`src/rtl/rx_align_pkg.sv`:
```
// Shared types and constants for the LVDS receive word aligner.
// The optional error counter is enabled with `RX_ALIGN_ERR_CNT_EN.
package rx_align_pkg;

  localparam int WORD_W    = 8;
  localparam int POS_W     = 3;
  localparam int CNT_W     = 8;
  localparam int ERR_CNT_W = 16;

  localparam logic [WORD_W-1:0] DEF_TRAIN_PATTERN = 8'h1E;

  typedef enum logic [2:0] {
    ST_IDLE,
    ST_SETTLE,
    ST_SEARCH,
    ST_CHECK,
    ST_LOCKED,
    ST_FAIL
  } state_e;

  // Increment that sticks at the all-ones value instead of wrapping.
  function automatic logic [CNT_W-1:0] sat_inc(input logic [CNT_W-1:0] v);
    return (v == '1) ? v : v + 1'b1;
  endfunction

endpackage

```
`src/rtl/rx_bit_window.sv`:
```
// Fabric bit-window shifter: holds the previous word and selects an 8-bit
// slice of {current, previous} at the requested bit offset (registered).
module rx_bit_window
  import rx_align_pkg::*;
(
  input  logic              clk,
  input  logic              rst_n,
  input  logic [WORD_W-1:0] din,
  input  logic [POS_W-1:0]  slip_pos,
  output logic [WORD_W-1:0] dout
);

  logic [WORD_W-1:0]   din_q;
  logic [WORD_W-1:0]   dout_q;
  logic [WORD_W-1:0]   dout_d;
  logic [2*WORD_W-1:0] win;
  logic [WORD_W-1:0]   taps [WORD_W];

  // Lower half is the older word, so bit 0 of the window is the earliest bit.
  assign win = {din, din_q};

  genvar gi;
  generate
    for (gi = 0; gi < WORD_W; gi++) begin : g_tap
      assign taps[gi] = win[gi +: WORD_W];
    end
  endgenerate

  assign dout_d = taps[slip_pos];

  always_ff @(posedge clk) begin
    if (!rst_n) begin
      din_q  <= '0;
      dout_q <= '0;
    end else begin
      din_q  <= din;
      dout_q <= dout_d;
    end
  end

  assign dout = dout_q;

endmodule

```
`src/rtl/lvds_rx_word_align.sv`:
```
// Word-boundary aligner for an 8:1 SERDES lane: sweeps bit offsets against a
// training word, locks, and monitors lock. `RX_ALIGN_ERR_CNT_EN adds err_cnt.
module lvds_rx_word_align
  import rx_align_pkg::*;
#(
  parameter logic [WORD_W-1:0] TRAIN_PATTERN = DEF_TRAIN_PATTERN,
  parameter int                MATCH_CNT     = 16,
  parameter int                SETTLE        = 3,
  parameter int                MAX_SWEEPS    = 4,
  parameter int                ERR_LIMIT     = 4
)(
  input  logic                 f125m_clk,
  input  logic                 rst_n,
  input  logic                 align_start,
  input  logic                 train_active,
  input  logic [WORD_W-1:0]    din,
  output logic [WORD_W-1:0]    dout,
  output logic                 dout_valid,
  output logic                 locked,
  output logic                 align_fail,
  output logic [POS_W-1:0]     slip_pos
`ifdef RX_ALIGN_ERR_CNT_EN
  ,
  output logic [ERR_CNT_W-1:0] err_cnt
`endif
);

  state_e            state_q, state_d;
  logic [POS_W-1:0]  slip_q, slip_d;
  logic [CNT_W-1:0]  sweep_q, sweep_d;
  logic [CNT_W-1:0]  settle_q, settle_d;
  logic [CNT_W-1:0]  match_q, match_d;
  logic [CNT_W-1:0]  errrun_q, errrun_d;
  logic [WORD_W-1:0] word;
  logic              word_match;
  logic              do_slip;

  rx_bit_window u_window (
    .clk      (f125m_clk),
    .rst_n    (rst_n),
    .din      (din),
    .slip_pos (slip_q),
    .dout     (word)
  );

  assign word_match = (word == TRAIN_PATTERN);

  always_ff @(posedge f125m_clk) begin
    if (!rst_n) begin
      state_q  <= ST_IDLE;
      slip_q   <= '0;
      sweep_q  <= '0;
      settle_q <= '0;
      match_q  <= '0;
      errrun_q <= '0;
    end else begin
      state_q  <= state_d;
      slip_q   <= slip_d;
      sweep_q  <= sweep_d;
      settle_q <= settle_d;
      match_q  <= match_d;
      errrun_q <= errrun_d;
    end
  end

  always_comb begin
    state_d  = state_q;
    slip_d   = slip_q;
    sweep_d  = sweep_q;
    settle_d = settle_q;
    match_d  = match_q;
    errrun_d = errrun_q;
    do_slip  = 1'b0;

    case (state_q)
      ST_SETTLE: begin
        if (settle_q >= CNT_W'(SETTLE - 1)) begin
          settle_d = '0;
          state_d  = ST_SEARCH;
        end else begin
          settle_d = sat_inc(settle_q);
        end
      end
      ST_SEARCH: begin
        if (word_match) begin
          match_d = CNT_W'(1);
          state_d = ST_CHECK;
        end else begin
          do_slip = 1'b1;
        end
      end
      ST_CHECK: begin
        if (word_match) begin
          match_d = sat_inc(match_q);
          if (sat_inc(match_q) >= CNT_W'(MATCH_CNT)) begin
            errrun_d = '0;
            state_d  = ST_LOCKED;
          end
        end else begin
          do_slip = 1'b1;
        end
      end
      ST_LOCKED: begin
        if (train_active && !word_match) begin
          errrun_d = sat_inc(errrun_q);
          // Relock starts a fresh sweep budget from the next offset.
          if (sat_inc(errrun_q) >= CNT_W'(ERR_LIMIT)) begin
            slip_d   = slip_q + 1'b1;
            sweep_d  = '0;
            settle_d = '0;
            match_d  = '0;
            errrun_d = '0;
            state_d  = ST_SETTLE;
          end
        end else begin
          errrun_d = '0;
        end
      end
      default: ;
    endcase

    if (do_slip) begin
      slip_d   = slip_q + 1'b1;
      settle_d = '0;
      match_d  = '0;
      state_d  = ST_SETTLE;
      if (slip_q == '1) begin
        sweep_d = sat_inc(sweep_q);
        if (sat_inc(sweep_q) >= CNT_W'(MAX_SWEEPS)) begin
          state_d = ST_FAIL;
        end
      end
    end

    if (align_start) begin
      state_d  = ST_SETTLE;
      slip_d   = '0;
      sweep_d  = '0;
      settle_d = '0;
      match_d  = '0;
      errrun_d = '0;
    end
  end

`ifdef RX_ALIGN_ERR_CNT_EN
  logic [ERR_CNT_W-1:0] err_cnt_q, err_cnt_d;

  always_comb begin
    err_cnt_d = err_cnt_q;
    if (align_start) begin
      err_cnt_d = '0;
    end else if (state_q == ST_LOCKED && train_active && !word_match && err_cnt_q != '1) begin
      err_cnt_d = err_cnt_q + 1'b1;
    end
  end

  always_ff @(posedge f125m_clk) begin
    if (!rst_n) begin
      err_cnt_q <= '0;
    end else begin
      err_cnt_q <= err_cnt_d;
    end
  end

  assign err_cnt = err_cnt_q;
`endif

  assign dout       = word;
  assign locked     = (state_q == ST_LOCKED);
  assign dout_valid = (state_q == ST_LOCKED);
  assign align_fail = (state_q == ST_FAIL);
  assign slip_pos   = slip_q;

endmodule

```
`config.mk`:
```
export PLATFORM = sky130hd
export DESIGN_NAME = lvds_rx_word_align
export DESIGN_NICKNAME = d
export VERILOG_FILES = /design/src/rtl/rx_align_pkg.sv /design/src/rtl/rx_bit_window.sv /design/src/rtl/lvds_rx_word_align.sv
export SDC_FILE = /design/constraint.sdc
export NUM_CORES = 1
export LEC_CHECK = 0
export CORE_MARGIN = 8
export CORE_UTILIZATION = 41
export CTS_CLUSTER_SIZE = 16
export DETAILED_ROUTE_END_ITERATION = 10
export HOLD_SLACK_MARGIN = 0.06
export MAX_ROUTING_LAYER = met4
export PLACE_DENSITY_LB_ADDON = 0.3
export REMOVE_ABC_BUFFERS = 1
export SLEW_MARGIN = 10
export SYNTH_ARGS = -nofsm -noshare
export SYNTH_HDL_FRONTEND = slang
export SYNTH_SLANG_ARGS = --single-unit
```
`constraint.sdc`:
```
create_clock -name f125m_clk -period 2.35 [get_ports f125m_clk]
set_input_delay 0.47 -clock f125m_clk [delete_from_list [all_inputs] [get_ports f125m_clk]]
set_output_delay 0.47 -clock f125m_clk [all_outputs]
set_load 0.01 [all_outputs]
```
==> results.toml, run 1 <==
[timing]
fmax_mhz = 445
maxSlewViolCount = 0
period_share_pct = 95.5
setup_viol = 0
slew_headroom_pct = 63.4
rsz0062_at_grt = "no"
worst_pin_slew_ns = 0.545
period_minus_slack_ns = 2.25
hold_viol_final = 0
skew_ns = 0.00528
setup-tns-final_ns = 0

[clock_network]
path_clk_slew_ns = 0.10
numCtsBuffers = 5
holdBufCountCts = 0
clkSinkCount = 54
cts_max_path_buffers = 2
cts_tree = "built"
clockRootBuffer = "clkbuf_8"
htree_levels = 2
clkLatencyLatePin_ns = 0.31

[worst_setup_path]
start_kind = "flop"
path_class = "reg2reg"
slowest_delay_ns = 0.52
crit_path_end_kind = "flop"
rrSetupSlack_ns = 0.10
crit_required_ns = 2.55
crit_chain = "ha_1 > and2_1 > a21o_1 > a2111o_1 > buf_4 > a21oi_4 > mux2i_1 > nor2_1"
slowest_stage = "a2111o_1"
reg2reg_from = "errrun_q[0]"
crit_buf_inv = 1
worst-path-stages = 8
cp_top_family = "compound AO/OA/AOI/OAI gates"
cp.arrival_ns = 2.45
r2r_cells = 8
rr_endpoint = "match_q[1]"
crit_path_max_fanout = 10

[grt]
grt_use_total_pct = 12.3
grt_overflow_total = 0
grt_max_degree = 19
grt_pass1_vias = 2244
antenna_found_initial = 0
grt_pass1_wl_mm = 9.92

[power_and_ir_drop]
power_frac_seq_pct = 54.4
swShare_pct = 23.3
p_comb_share_pct = 8.2
report.power.total_uw = 1740
clkPwrFrac_pct = 37.4
ir_worst_vdd_uv = 227
p_sw_uw = 406
p_leak_uw = 0.00118
cellInternalPower_uw = 1330
powerDensity_mw_per_mm2 = 519

[logic_synthesis]
synth.ff_latch_count = 54
yosys.area_share.xor_xnor_pct = 1.23
synth_area_mm2 = 0.00284
synthAdderAreaFrac_pct = 3.09
synth_warnings = 0
syn_area_per_cell_um2 = 9.33
synthMuxAreaShare_pct = 13.2
synth_common_cells = "dfxtp_1, nor2_1, and2_1"
syn_inst = 304
synth_top_family_by_area = "simple AND/OR/NAND/NOR gates"
synth.distinct_cells = 65
synthFlopType = "dfxtp_1"
synth_compound_area_share_pct = 16.4
synth_area_leaders = "dfxtp_1, mux2i_1, mux4_2"
yosys.area_share.simple_pct = 24.8
synth_edf_count = 0
synthArstFlopShare_pct = 0
yosysTopAreaCell = "dfxtp_1"
ys_seq_area_share_pct = 38.1
synth_most_common_cell = "dfxtp_1"
synth_top_cell_area_share_pct = 38.1

[die]
fp.dieH_um = 99.2
ioPinCount = 26
die_area_mm2 = 0.00984
core-area_mm2 = 0.00676
row_count = 30
die_x_um = 99.2
start_util_pct = 42.0

[placed_design]
numPortBuffers = 25
dp_hpwl_mm = 4.40
place_congestion = 0.830

[detailed_routing]
wl_per_cell_um = 13.5
vias_per_cell = 5.52
num_vias = 2307
drc = 0
drt_iter0_markers = 77
first_pass_iters = 4
drt_wl_total_mm = 5.63
ant_nets = 0

[hold_path]
hold_end = "errrun_q[3]"
hold_path.class = "reg2reg"
hold_path.startpoint = "errrun_q[3]"
min_path_cells = 1

[final_layout]
nets = 356
diodes = 0
layout-drive-gt1-share_pct = 15.4
syn2layout_area_growth_pct = 18.0

[job]
max-cap-violations = 0

[status]
outcome = "completed"
## through the flow
step / utilization [%] / instance area (um2) / instances / worst slack (ns) / hold WS, ns
global route: 49.6 / 3350 / 418 / 0.00690 / 0.503
detailed placement: 47.8 / 3230 / 410 / -0.0379 / 0.459
finish: 49.6 / 3350 / 418 / 0.105 / 0.480
global placement: 47.8 / 3230 / 410 / 0.0285 / 0.453
floorplan: - / 2770 / 291 / 0.210 / 0.436
CTS: 49.5 / 3340 / 418 / 0.0584 / 0.484
## worst max path at each step
stage | from | end | slack (ns)
after floorplan | errrun_q[0] | match_q[6] | 0.21
after CTS | errrun_q[0] | match_q[1] | 0.06
after detailed placement | train_active | match_q[1] | -0.04
final | errrun_q[0] | match_q[1] | 0.10
after global routing | state_q[2] | dout_valid | 0.007
after global placement | train_active | match_q[5] | 0.03
## flip-flops by register name, summed over array words and instances, names as in the netlist
name and cells:
sweep_q 8, u_window.dout 8, slip_pos 3, u_window.din_q 8
state_q 3, match_q 8, settle_q 8, errrun_q 8
## power by group through the flow
stage	Sequential [uW]	Combinational (uW)	Clock, uW
after floorplan	969	75.5	0
after global placement	968	143	0
after detailed placement	968	144	0
after CTS	947	144	659
after global routing	950	160	700
final	947	143	650
## placed cells by master, fill, tap and decap left out, types with 3 or more instances in the layout
cell | Yosys | routed
buf_4 | 2 | 14
dfxtp_1 | 54 | 54
mux2i_1 | 18 | 18
mux4_2 | 8 | 8
clkbuf_8 | 0 | 5
o21ai_0 | 6 | 6
a21o_1 | 3 | 3
a211oi_1 | 3 | 3
and3_1 | 6 | 6
a31oi_1 | 4 | 4
nand2b_1 | 4 | 4
clkdlybuf4s50_1 | 0 | 25
nand3_1 | 15 | 15
and2_1 | 19 | 19
a41oi_1 | 4 | 4
nor3b_1 | 3 | 3
a21oi_1 | 18 | 18
nor2_1 | 36 | 36
nor3_1 | 10 | 10
inv_1 | 5 | 5
nand4_1 | 5 | 5
nand2_1 | 13 | 13
ha_1 | 7 | 7
## cells by family (layout without fill, tap and decap cells)
kind of cell | after synthesis | in the layout
and+or+nand+nor | 130 | 130
DFF | 54 | 54
buffers and inverters | 20 | 54
xor gates and xnor gates | 4 | 4
adders and majority gates | 7 | 7
muxes | 27 | 27
AOI/OAI and AO/OA | 62 | 62
## metal layers
metal  global-route usage [%]  vias to the layer above  share of wire (%)
li1                         -                     1180                  -
met4                     3.14                        0                1.3
met1                     14.2                     1085                 47
met2                     21.2                       36                 49
met3                     2.86                        6                2.3
met5                        -                        -                  0
## layout make-up
class                      count  area, um2
fill                         641       3410
multi-input combinational    230       1670
sequential                    54       1080
timing repair buffer          39        355
tap                           80        100
clock buffer                   5       68.8
clock inverter                 3       47.5
inverter                       7       26.3
## worst reg2reg max path: stages, from the launching register on
cell and delay (ns):
dfxtp_1 0.36, ha_1 0.21, and2_1 0.17, a21o_1 0.17, a2111o_1 0.52, buf_4 0.23, a21oi_4 0.19, mux2i_1 0.23
nor2_1 0.06
## repair_timing
item / in CTS / in global routing
gates resized for setup: 0 / 1
endpoints found under the setup margin: 0 / 5
setup buffers: 0 / 0
No activity file was read; power rests on OpenSTA's default activity.
==> inputs of run 2 (changes only) <==
SLEW_MARGIN = 20   (was 10)
==> results of run 2 <==
Same layout as run 1: the final DEF is identical, and so are final timing and power.
